File: config.mk
export PLATFORM = sky130hd
export DESIGN_NAME = maint_refresh_seq
export DESIGN_NICKNAME = d
export VERILOG_FILES = /design/src/rtl/maint_refresh_seq_pkg.sv /design/src/rtl/maint_instr_fmt.sv /design/src/rtl/maint_refresh_seq.sv
export SDC_FILE = /design/constraint.sdc
export NUM_CORES = 1
export LEC_CHECK = 0
export ABC_CLOCK_PERIOD_IN_PS = 4800
export BUFFER_PORTS_ARGS = -buffer_cell sky130_fd_sc_hd__buf_2
export CAP_MARGIN = 10
export CORE_UTILIZATION = 40
export DETAILED_ROUTE_END_ITERATION = 8
export GPL_TIMING_DRIVEN = 0
export PLACE_DENSITY = 0.63
export SLEW_MARGIN = 20
export SYNTH_ARGS = -nofsm -noshare
export SYNTH_HDL_FRONTEND = slang
export SYNTH_HIERARCHICAL = 1
export SYNTH_SLANG_ARGS = --single-unit
File: constraint.sdc
create_clock -name clk -period 4.8 [get_ports clk]
set_input_delay 0.96 -clock clk [delete_from_list [all_inputs] [get_ports clk]]
set_output_delay 0.96 -clock clk [all_outputs]
set_load 0.01 [all_outputs]
File: src/rtl/maint_refresh_seq_pkg.sv
// maint_refresh_seq_pkg: instruction field offsets, command opcodes and sequencer states
package maint_refresh_seq_pkg;
  localparam int VALID_BIT = 31;
  localparam int CS_OFFSET = 22;
  localparam int RAS_OFFSET = 21;
  localparam int CAS_OFFSET = 20;
  localparam int WE_OFFSET = 19;
  localparam int PREA_BIT = 10;
  // {ras, cas, we}, all active-low
  localparam logic [2:0] CMD_ACT = 3'b011;
  localparam logic [2:0] CMD_PRE = 3'b010;
  localparam logic [2:0] CMD_REF = 3'b001;
  typedef enum logic [2:0] {IDLE, SCAN, PRE, WAIT_RP, REF, WAIT_RFC, RESTORE, DONE} state_t;
endpackage

File: src/rtl/maint_instr_fmt.sv
// maint_instr_fmt: packs {cmd, bank, row} into a 32-bit maintenance instruction
module maint_instr_fmt
  import maint_refresh_seq_pkg::*;
#(
  parameter int ROW_WIDTH = 16,
  parameter int BANK_WIDTH = 3,
  parameter int CS_WIDTH = 1
) (
  input  logic [2:0]            cmd,
  input  logic [BANK_WIDTH-1:0] bank,
  input  logic [ROW_WIDTH-1:0]  row,
  output logic [31:0]           instr
);
  always_comb begin
    instr = '0;
    instr[VALID_BIT] = 1'b1;
    instr[CS_OFFSET +: CS_WIDTH] = '0;
    instr[RAS_OFFSET] = cmd[2];
    instr[CAS_OFFSET] = cmd[1];
    instr[WE_OFFSET] = cmd[0];
    instr[ROW_WIDTH +: BANK_WIDTH] = bank;
    instr[ROW_WIDTH-1:0] = row;
  end
endmodule

File: src/rtl/maint_refresh_seq.sv
// maint_refresh_seq: snapshot open banks, PRE, REF, re-ACT; MAINT_PREA_EN selects a single precharge-all
module maint_refresh_seq
  import maint_refresh_seq_pkg::*;
#(
  parameter int ROW_WIDTH = 16,
  parameter int BANK_WIDTH = 3,
  parameter int CS_WIDTH = 1,
  parameter int T_RP = 8,
  parameter int T_RFC = 64,
  parameter int TCNT_WIDTH = 8
) (
  input  logic                  clk,
  input  logic                  rst_n,
  input  logic                  ref_req,
  output logic                  ref_busy,
  output logic                  ref_done,
  output logic [BANK_WIDTH-1:0] maint_bank,
  input  logic [ROW_WIDTH:0]    maint_bank_state,
  output logic [31:0]           mnt_instr,
  output logic                  mnt_valid,
  input  logic                  mnt_ready
);
  localparam int NUM_BANKS = 1 << BANK_WIDTH;
  state_t state, state_n;
  logic pending;
  logic [BANK_WIDTH-1:0] idx, lo, bank_f;
  logic [NUM_BANKS-1:0] open_mask, work, work_n, work_clr, scan_mask;
  logic [NUM_BANKS-1:0][ROW_WIDTH-1:0] row_snap;
  logic [TCNT_WIDTH-1:0] timer, timer_n;
  logic [ROW_WIDTH-1:0] row_f;
  logic [2:0] cmd;
  logic [31:0] fmt_instr;

  function automatic logic [BANK_WIDTH-1:0] lowest(input logic [NUM_BANKS-1:0] m);
    lowest = '0;
    for (int k = NUM_BANKS - 1; k >= 0; k--) if (m[k]) lowest = BANK_WIDTH'(k);
  endfunction

  maint_instr_fmt #(.ROW_WIDTH(ROW_WIDTH), .BANK_WIDTH(BANK_WIDTH), .CS_WIDTH(CS_WIDTH)) u_fmt (
    .cmd(cmd), .bank(bank_f), .row(row_f), .instr(fmt_instr)
  );

  // work holds the banks still to be precharged or re-activated
  always_comb begin
    state_n = state;
    timer_n = timer;
    work_n = work;
    scan_mask = open_mask;
    scan_mask[idx] = maint_bank_state[ROW_WIDTH];
    lo = lowest(work);
    work_clr = work & ~(NUM_BANKS'(1) << lo);
    cmd = CMD_ACT;
    bank_f = lo;
    row_f = row_snap[lo];
    mnt_valid = 1'b0;
    case (state)
      IDLE: if (pending || ref_req) state_n = SCAN;
      SCAN: begin
        work_n = scan_mask;
        if (idx == BANK_WIDTH'(NUM_BANKS - 1)) state_n = |scan_mask ? PRE : REF;
      end
      PRE: begin
        mnt_valid = 1'b1;
        cmd = CMD_PRE;
`ifdef MAINT_PREA_EN
        bank_f = '0;
        row_f = ROW_WIDTH'(1) << PREA_BIT;
        if (mnt_ready) begin
          timer_n = TCNT_WIDTH'(T_RP);
          state_n = WAIT_RP;
        end
`else
        row_f = '0;
        if (mnt_ready) begin
          work_n = work_clr;
          if (work_clr == '0) begin
            timer_n = TCNT_WIDTH'(T_RP);
            state_n = WAIT_RP;
          end
        end
`endif
      end
      WAIT_RP, WAIT_RFC: begin
        timer_n = timer == '0 ? timer : timer - 1'b1;
        work_n = open_mask;
        if (timer <= TCNT_WIDTH'(1)) state_n = state == WAIT_RP ? REF : (|open_mask ? RESTORE : DONE);
      end
      REF: begin
        mnt_valid = 1'b1;
        cmd = CMD_REF;
        bank_f = '0;
        row_f = '0;
        if (mnt_ready) begin
          timer_n = TCNT_WIDTH'(T_RFC);
          state_n = WAIT_RFC;
        end
      end
      RESTORE: begin
        mnt_valid = 1'b1;
        if (mnt_ready) begin
          work_n = work_clr;
          if (work_clr == '0) state_n = DONE;
        end
      end
      default: state_n = IDLE;
    endcase
  end

  always_ff @(posedge clk) begin
    if (!rst_n) begin
      state <= IDLE;
      pending <= 1'b0;
      idx <= '0;
      open_mask <= '0;
      row_snap <= '0;
      work <= '0;
      timer <= '0;
    end else begin
      state <= state_n;
      timer <= timer_n;
      work <= work_n;
      pending <= state != IDLE && (pending || ref_req);
      idx <= state == SCAN ? idx + 1'b1 : '0;
      if (state == SCAN) begin
        open_mask <= scan_mask;
        row_snap[idx] <= maint_bank_state[ROW_WIDTH-1:0];
      end
    end
  end

  assign ref_busy = state != IDLE && state != DONE;
  assign ref_done = state == DONE;
  assign maint_bank = state == SCAN ? idx : '0;
  assign mnt_instr = mnt_valid ? fmt_instr : '0;
endmodule

=== Word-level counts from Yosys, hierarchy flattened ===
Cells that the tools add are included.

* Flip-flop bits (word level): 159
* Input port bits: 21

* Add/subtract/negate cells: 2
* $lt $le $gt $ge: 4
* Equal/unequal tests: 19
* Shift-type cells: 1
* Multiplexer cells: 41
* Bitwise operators: 2
* Reductions and logical operators: 20

{| class="wikitable"
|+ Operators with widths
! operator !! number
|-
| bitwise mux 128 bit || 1
|-
| two-way mux 3 bit || 19
|-
| binary-select mux 16 bit (select 3 bit) || 1
|-
| demux 16 bit (select 3 bit) || 1
|-
| two-way mux 16 bit || 3
|-
| case mux 8 bit (3 select lines) || 2
|-
| two-way mux 8 bit || 5
|-
| two-way mux 32 bit || 1
|-
| inequality test 2 bit, second input constant || 9
|-
| case mux 3 bit (6 select lines) || 1
|-
| zero test 8 bit || 2
|-
| OR reduction 8 bit || 2
|-
| == test 3 bit, second input constant || 5
|-
| nonzero test 3 bit || 3
|-
| AND 8 bit || 1
|-
| bitwise mux 8 bit || 1
|-
| <= comparator 8 x 1 -> 1 bit, second input constant || 1
|-
| less-than comparator 3 x 4 -> 1 bit, second input constant || 2
|-
| inverter 8 bit || 1
|-
| AND reduction 8 bit || 1
|-
| << shifter 1 x 3 -> 8 bit, first input constant || 1
|-
| subtractor 8 x 1 -> 8 bit, second input constant || 1
|-
| == test 3 x 2 -> 1 bit, second input constant || 2
|-
| OR reduction 2 bit || 3
|-
| other kinds (15) || 20
|}

=== Depth between registers and ports, before layout ===
Gate-level depths: netlist of the first run.

* Depth after elaboration: 15
* Mapped depth: 10

=== Hierarchy ===
The synthesis of the first run kept the hierarchy.

{| class="wikitable"
|+ Modules (own cells, without submodules)
! module !! times used !! cells an instance !! area an instance (µm²)
|-
| maint_refresh_seq || 1 || 1086 || 8296.7
|-
| maint_instr_fmt || 1 || 34 || 247.7
|}

=== Least setup slack after synthesis of the first run ===
No wires, ideal clock.

* Path kind: register to output
* Start point: register work[4]
* End point: output mnt_instr[14]
* Data arrival time: 2.084 ns
* Slack: 1.756 ns
* Cell stages (with the launch flop): 10
* Buffers on the path: 3
* Cell sequence: dfxtp_1 > buf_2 > nor2_1 > o21a_1 > o41ai_2 > clkbuf_1 > a221oi_1 > o221a_2 > buf_4 > and2_1

* Cells in the longest elaborated chain, start to end: 9

{| class="wikitable"
|+ Ends and longest elaborated chain
! item !! line !! RTL
|-
| start: declaration || maint_refresh_seq.sv:27 || <nowiki>logic [NUM_BANKS-1:0] open_mask, work, work_n, work_clr, scan_mask;</nowiki>
|-
| start signal: assignment || maint_refresh_seq.sv:121 || <nowiki>work <= work_n;</nowiki>
|-
| two-way mux 3 bit (5 in series) || maint_refresh_seq.sv:36 || <nowiki>for (int k = NUM_BANKS - 1; k >= 0; k--) if (m[k]) lowest = BANK_WIDTH'(k);</nowiki>
|-
| binary-select mux 16 bit (select 3 bit) || maint_refresh_seq.sv:54 || <nowiki>row_f = row_snap[lo];</nowiki>
|-
| two-way mux 16 bit (not written as such) || maint_refresh_seq.sv:54 ||
|-
| two-way mux 16 bit || maint_refresh_seq.sv:56 || <nowiki>case (state)</nowiki>
|-
| net row_f[14] || maint_refresh_seq.sv:30 || <nowiki>logic [ROW_WIDTH-1:0] row_f;</nowiki>
|-
| two-way mux 32 bit || maint_refresh_seq.sv:134 || <nowiki>assign mnt_instr = mnt_valid ? fmt_instr : '0;</nowiki>
|-
| end: declaration || maint_refresh_seq.sv:19 || <nowiki>output logic [31:0] mnt_instr,</nowiki>
|}

The timed path passes the listed nets, and every way through them passes these cells. The select of a mux whose other input is x is not followed.

=== Worst setup path after layout of the first run ===
* Start point: register work[4]
* End point: output mnt_instr[13]

Same word-level chain as after synthesis.

==> flow_summary.yaml, run 1 <==
route:
  avgRoutedWirePerCell_um: 17.50
  antenna_left: 0
  drt_wl_total_um: 25650
  drtPass1Iterations: 6
  initialDrtViolationCount: 585
  via_per_inst: 5.321
  drc: 0
  vias: 7800
sta:
  period_minus_slack_ns: 4.467
  tns_ns: 0
  timing.hold.ws_ns: 0.4632
  slew_headroom: 0.3507
  setup_viol: 0
  min_period_over_period: 0.9307
  rsz0062_at_grt: "false"
  slew_viol_final: 0
  clock.fmax_ghz: 0.2239
  tightest_slew_ns: 0.9674
  fin_ws_ns: 0.3327
  skew_ns: 0.007758
  finalHoldViolations: 0
cells_and_area:
  fin_area_um2: 9669
  utilization: 0.4614
  fin_nets: 1203
  n_antenna_cell: 0
  drive_above_1_share: 0.1150
  final_cells: 1466
  synthToLayoutAreaGrowth_pct: 13.16
synth:
  ys_types: 62
  synth_edf_count: 0
  ys_ff_latch: 159
  yosysTopAreaCellShare: 0.3725
  syn-cell-area_um2: 8544
  yosysTopAreaCell: "dfxtp_1"
  ys.flop_type: "dfxtp_1"
  synth-xor-area-share: 0.002050
  yosysWarningCount: 6
  yosys.area_share.simple: 0.2423
  synth_compound_area_frac: 0.2406
  synth_common_cells: "nand2_1 (319), dfxtp_1 (159), a21boi_0 (135)"
  synth-seq-area-share: 0.3725
  synth_area_leaders: "dfxtp_1 (37%), nand2_1 (14%), a21boi_0 (12%)"
  synth_mux_area_frac: 0.04217
  yosys.area_share.adder: 0.005857
  synth-async-reset-ratio: 0
  syn_avg_cell_area_um2: 7.629
  synth.most_common_cell: "nand2_1"
  synth_top_family_by_area: "simple AND/OR/NAND/NOR gates"
  syn_inst: 1120
cts:
  cts_buffers: 17
  clock-sinks: 159
  cts_max_path_buffers: 2
  ctsRootBufferMaster: "clkbuf_16"
  clk_pin_slew_ns: 0.07
  cts_tree: "built"
  htreeDepth: 4
  cts_resized: 0
  postCtsHoldBufs: 0
  insertion_delay_ns: 0.43
  postCtsSetupBuffers: 0
global_routing:
  grt.total_usage: 0.2413
  antenna_found_initial: 0
  grt_max_degree: 17
  first_global_vias: 7407
  grt_overflow_total: 0
  grt_pass1_wl_um: 40630
worst_setup_path:
  cp_common_cell: "buf_2"
  path_class: "register to output pin"
  cp_max_fo: 10
  path_cells: "buf_2 -> nor2_1 -> o21ai_0 -> a21boi_1 -> clkbuf_1 -> a221oi_1 -> a22oi_1 -> nand2_1 -> buf_4 -> and2_1 -> buf_2"
  cp.arrival_ns: 3.51
  critPathMaxStageDelay_ns: 0.73
  setup.worst_path.start_class: "register"
  worstPathRequired_ns: 3.84
  crit_path_end_kind: "output pin"
  slowest_stage: "a21boi_1"
outcome:
  status: "finished clean"
run:
  drv_cap: 0
placed_design:
  dpl.cell_count: 1434
  placed_cell_area_um2: 9074
  io_buffers: 31
  hpwl_um: 18370
  place_ws_ns: 0.8406
  gp_congestion: 0.9101
die:
  rows: 53
  die_w_um: 148.2
  io_pins: 59
  die_y_um: 148.2
  initial_core_util: 0.4078
  core_area_um2: 20960
  dieArea_um2: 21950
power:
  irDropWorstVdd_v: 0.0002891
  pwr-share-clk: 0.306
  cellPowerDensity_nw_per_um2: 475.4
  seq_power_share: 0.317
  p_leak_nw: 3.382
  netSwitchingFraction: 0.3763
  power_mw: 4.597
  p_comb_frac: 0.376
  power_switching_mw: 1.730
  p_int_mw: 2.867
min_path:
  hold_path_class: "register to register"
==> cell type report <==
class | count | area, um2
flip-flops and latches | 159 | 3183
clock buffers | 20 | 446.7
clock inverters | 12 | 148.9
well taps | 275 | 344.1
inverters | 44 | 165.2
multi-input cells | 804 | 4596
repair buffers | 31 | 155.1
plain buffers | 121 | 630.6
fillers | 2159 | 11290
==> sequential cells by signal, indices dropped and copies added (netlist names) <==
name,cells
row_snap,128
open_mask,8
timer,8
work,8
idx,3
state,3
pending,1
==> layer usage <==
| layer | part of all wire | vias up | wire length, um | track usage |
|---|---|---|---|---|
| met2 | 0.45 | 274 | 11630 | 0.3857 |
| li1 | - | 3858 | - | - |
| met5 | 0 | - | 0 | 0 |
| met4 | 0.028 | 0 | 727 | 0.09072 |
| met1 | 0.45 | 3624 | 11580 | 0.3178 |
| met3 | 0.067 | 44 | 1710 | 0.05153 |
==> power by group through the flow <==
stage          Clock, mW  Sequential, mW  Combinational, mW
6_report            1.41            1.46               1.73
5_1_grt             1.47            1.47               1.90
4_1_cts             1.42            1.46               1.72
3_5_place_dp           0            1.49               1.71
3_3_place_gp           0            1.49               1.71
2_1_floorplan          0            1.47               1.24
==> cells in the final DEF (no fill, tap or decap), types with 21 or more instances in the layout <==
master / count
dfxtp_1: 159
inv_1: 43
clkbuf_1: 62
a21oi_1: 21
a21boi_0: 135
buf_4: 35
nand2_1: 319
mux2i_1: 36
buf_2: 45
nor2_1: 31
o21ai_0: 37
a221oi_1: 32
and2_1: 36
==> logic make-up (layout without fill, tap and decap cells) <==
kind of cell,after synthesis,count (layout)
AND/OR/NAND/NOR,466,466
AO/OA/AOI/OAI,285,285
buffers and inverters,165,228
flip-flops,159,159
multiplexers,36,36
adder cells (fa/ha/maj),4,4
other,3,11
XOR/XNOR,2,2
==> worst paths after layout <==
kind	start	end	slack (ns)	cells after the start
min reg2reg	row_snap[69]	row_snap[69]	0.46	2
min	row_snap[69]	row_snap[69]	0.46	2
max	work[4]	mnt_instr[13]	0.33	11
max reg2reg	idx[2]	open_mask[5]	1.98	8
==> critical path: cells and delay by family, from the launching register on <==
kind / cells / cell delay [ns]
AOI/OAI and AO/OA: 4 / 1.40
DFF: 1 / 0.30
and+or+nand+nor: 3 / 0.42
buffers and inverters: 4 / 0.97
Note: power is estimated with default switching activity, not from simulation.
==> inputs of run 2 (changes only) <==
--- a/config.mk
+++ b/config.mk
@@ -9,9 +9,11 @@
 export BUFFER_PORTS_ARGS = -buffer_cell sky130_fd_sc_hd__buf_2
 export CAP_MARGIN = 10
 export CORE_UTILIZATION = 40
+export CTS_CLUSTER_DIAMETER = 50
 export DETAILED_ROUTE_END_ITERATION = 8
 export GPL_TIMING_DRIVEN = 0
 export PLACE_DENSITY = 0.63
+export RECOVER_POWER = 100
 export SLEW_MARGIN = 20
 export SYNTH_ARGS = -nofsm -noshare
 export SYNTH_HDL_FRONTEND = slang
==> run 2 against run 1 <==
Effect of this change: maximum frequency barely moved; sequential cell count did not move; sequential power barely moved; combinational power barely moved; die area did not move; non-clock buffer count did not move; worst setup slack improved by 0.0026 ns; first-iteration DRC count fell by 9.2%; total power fell by 0.47%; via count rose by 0.40%; sequential share of layout area rose by 0.18 points; largest cell class unchanged.
==> flow_summary.yaml, run 2 (same netlist as run 1, synthesis figures left out) <==
min_path:
  min_to: "row_snap[118]"
  hold_depth: 2
  hold_path_class: "register to register"
  worstHoldStart: "row_snap[118]"
cts:
  postCtsHoldBufs: 0
  ctsRootBufferMaster: "clkbuf_16"
  cts_max_path_buffers: 2
  insertion_delay_ns: 0.43
  postCtsSetupBuffers: 0
  clk_pin_slew_ns: 0.06
  cts_resized: 0
  htreeDepth: 4
  cts_buffers: 17
  clock-sinks: 159
  cts_tree: "built"
outcome:
  status: "finished clean"
cells_and_area:
  n_antenna_cell: 0
  synthToLayoutAreaGrowth_pct: 12.56
  fin_area_um2: 9618
  fill_cells: 2178
  drive_above_1_share: 0.08732
  fin_nets: 1203
  utilization: 0.4590
  final_common_cell: "nand2_1"
  top_register: "row_snap"
  largest_reg_flops: 128
  final_cells: 1466
  layout_common_cells: "nand2_1 (319), dfxtp_1 (159), a21boi_0 (138)"
power:
  power_switching_mw: 1.727
  p_comb_frac: 0.374
  p_int_mw: 2.848
  seq_power_share: 0.319
  p_leak_nw: 3.239
  power_mw: 4.575
  netSwitchingFraction: 0.3774
  irDropWorstVdd_v: 0.0002912
  cellPowerDensity_nw_per_um2: 475.7
  pwr-share-clk: 0.307
global_routing:
  antenna_found_initial: 0
  grt_max_degree: 17
  grt.total_usage: 0.2413
  grt_pass1_wl_um: 40630
  first_global_vias: 7407
  grt_overflow_total: 0
sta:
  period_minus_slack_ns: 4.465
  timing.hold.ws_ns: 0.4630
  slew_headroom: 0.1671
  fin_ws_ns: 0.3353
  slew_viol_final: 0
  tns_ns: 0
  clock.fmax_ghz: 0.2240
  rsz0062_at_grt: "false"
  tightest_slew_ns: 1.240
  skew_ns: 0.007119
  finalHoldViolations: 0
  min_period_over_period: 0.9301
  setup_viol: 0
die:
  rows: 53
  initial_core_util: 0.4078
  io_pins: 59
  die_y_um: 148.2
  dieArea_um2: 21950
  core_area_um2: 20960
  die_w_um: 148.2
route:
  drt_wl_total_um: 25690
  avgRoutedWirePerCell_um: 17.52
  drtPass1Iterations: 5
  initialDrtViolationCount: 531
  vias: 7831
  antenna_left: 0
  via_per_inst: 5.342
  drc: 0
worst_setup_path:
  slowest_stage: "a21boi_1"
  crit_path_end_kind: "output pin"
  cp.arrival_ns: 3.50
  path_cells: "buf_2 -> nor2_1 -> o21ai_0 -> a21boi_1 -> clkbuf_1 -> a221oi_1 -> a22oi_1 -> nand2_1 -> buf_4 -> and2_1 -> clkbuf_1"
  path_delay_family: "compound AO/OA/AOI/OAI gates"
  reg2reg_depth: 8
  r2r_start: "state[2]"
  path_class: "register to output pin"
  critPathMaxStageDelay_ns: 0.72
  rr_endpoint: "row_snap[30]"
  critPathBufInv: 4
  worstPathRequired_ns: 3.84
  cp_common_cell: "clkbuf_1"
  rrSetupSlack_ns: 1.55
  setup.worst_path.start_class: "register"
  cp_max_fo: 10
placed_design:
  dpl.cell_count: 1434
  place_ws_ns: 0.8406
  hpwl_um: 18370
  io_buffers: 31
  placed_cell_area_um2: 9074
  gp_congestion: 0.9101
run:
  drv_cap: 0
## run 2: cell count changes in the layout (fill, tap and decap cells not counted), sizes merged
cell	previous run	this run
buf	82	52
clkbuf	90	120
## run 2: worst min-delay path, delay by kind of cell (launching register included)
| kind | cells | cell delay, ns |
|---|---|---|
| flip-flops | 1 | 0.31 |
| AND/OR/NAND/NOR | 1 | 0.04 |
| AO/OA/AOI/OAI | 1 | 0.06 |
## run 2: routing by layer
metal,up-vias,wire length (um),track usage
li1,3859,-,-
met1,3667,11630,0.3178
met2,260,11690,0.3857
met3,45,1678,0.05153
met4,0,692,0.09072
met5,-,0,0
## run 2: area by class of cell
| type | instances | area [um2] | area share |
|---|---|---|---|
| multi-input cells | 804 | 4582 | 0.4764 |
| flip-flops and latches | 159 | 3183 | 0.3309 |
| plain buffers | 121 | 624.3 | 0.06491 |
| clock buffers | 20 | 446.7 | 0.04644 |
| well taps | 275 | 344.1 | 0.03577 |
| inverters | 44 | 165.2 | 0.01717 |
| clock inverters | 12 | 148.9 | 0.01548 |
| repair buffers | 31 | 123.9 | 0.01288 |
## run 2: how the worst max path moves through the flow
stage / depth (start not counted) / endpoint / startpoint / slack, ns
3_5_place_dp: 11 / mnt_instr[13] / work[4] / 0.84
4_1_cts: 11 / mnt_instr[13] / work[4] / 0.38
2_1_floorplan: 9 / mnt_instr[14] / work[4] / 1.76
6_report: 11 / mnt_instr[13] / work[4] / 0.34
3_3_place_gp: 11 / mnt_instr[13] / work[4] / 0.84
5_1_grt: 11 / mnt_instr[13] / work[4] / 0.08
## run 2: power groups by stage
stage | Combinational [mW] | Clock [mW] | Sequential [mW]
finish | 1.71 | 1.40 | 1.46
global route | 1.88 | 1.47 | 1.47
CTS | 1.72 | 1.42 | 1.46
detailed placement | 1.71 | 0 | 1.49
global placement | 1.71 | 0 | 1.49
floorplan | 1.24 | 0 | 1.47
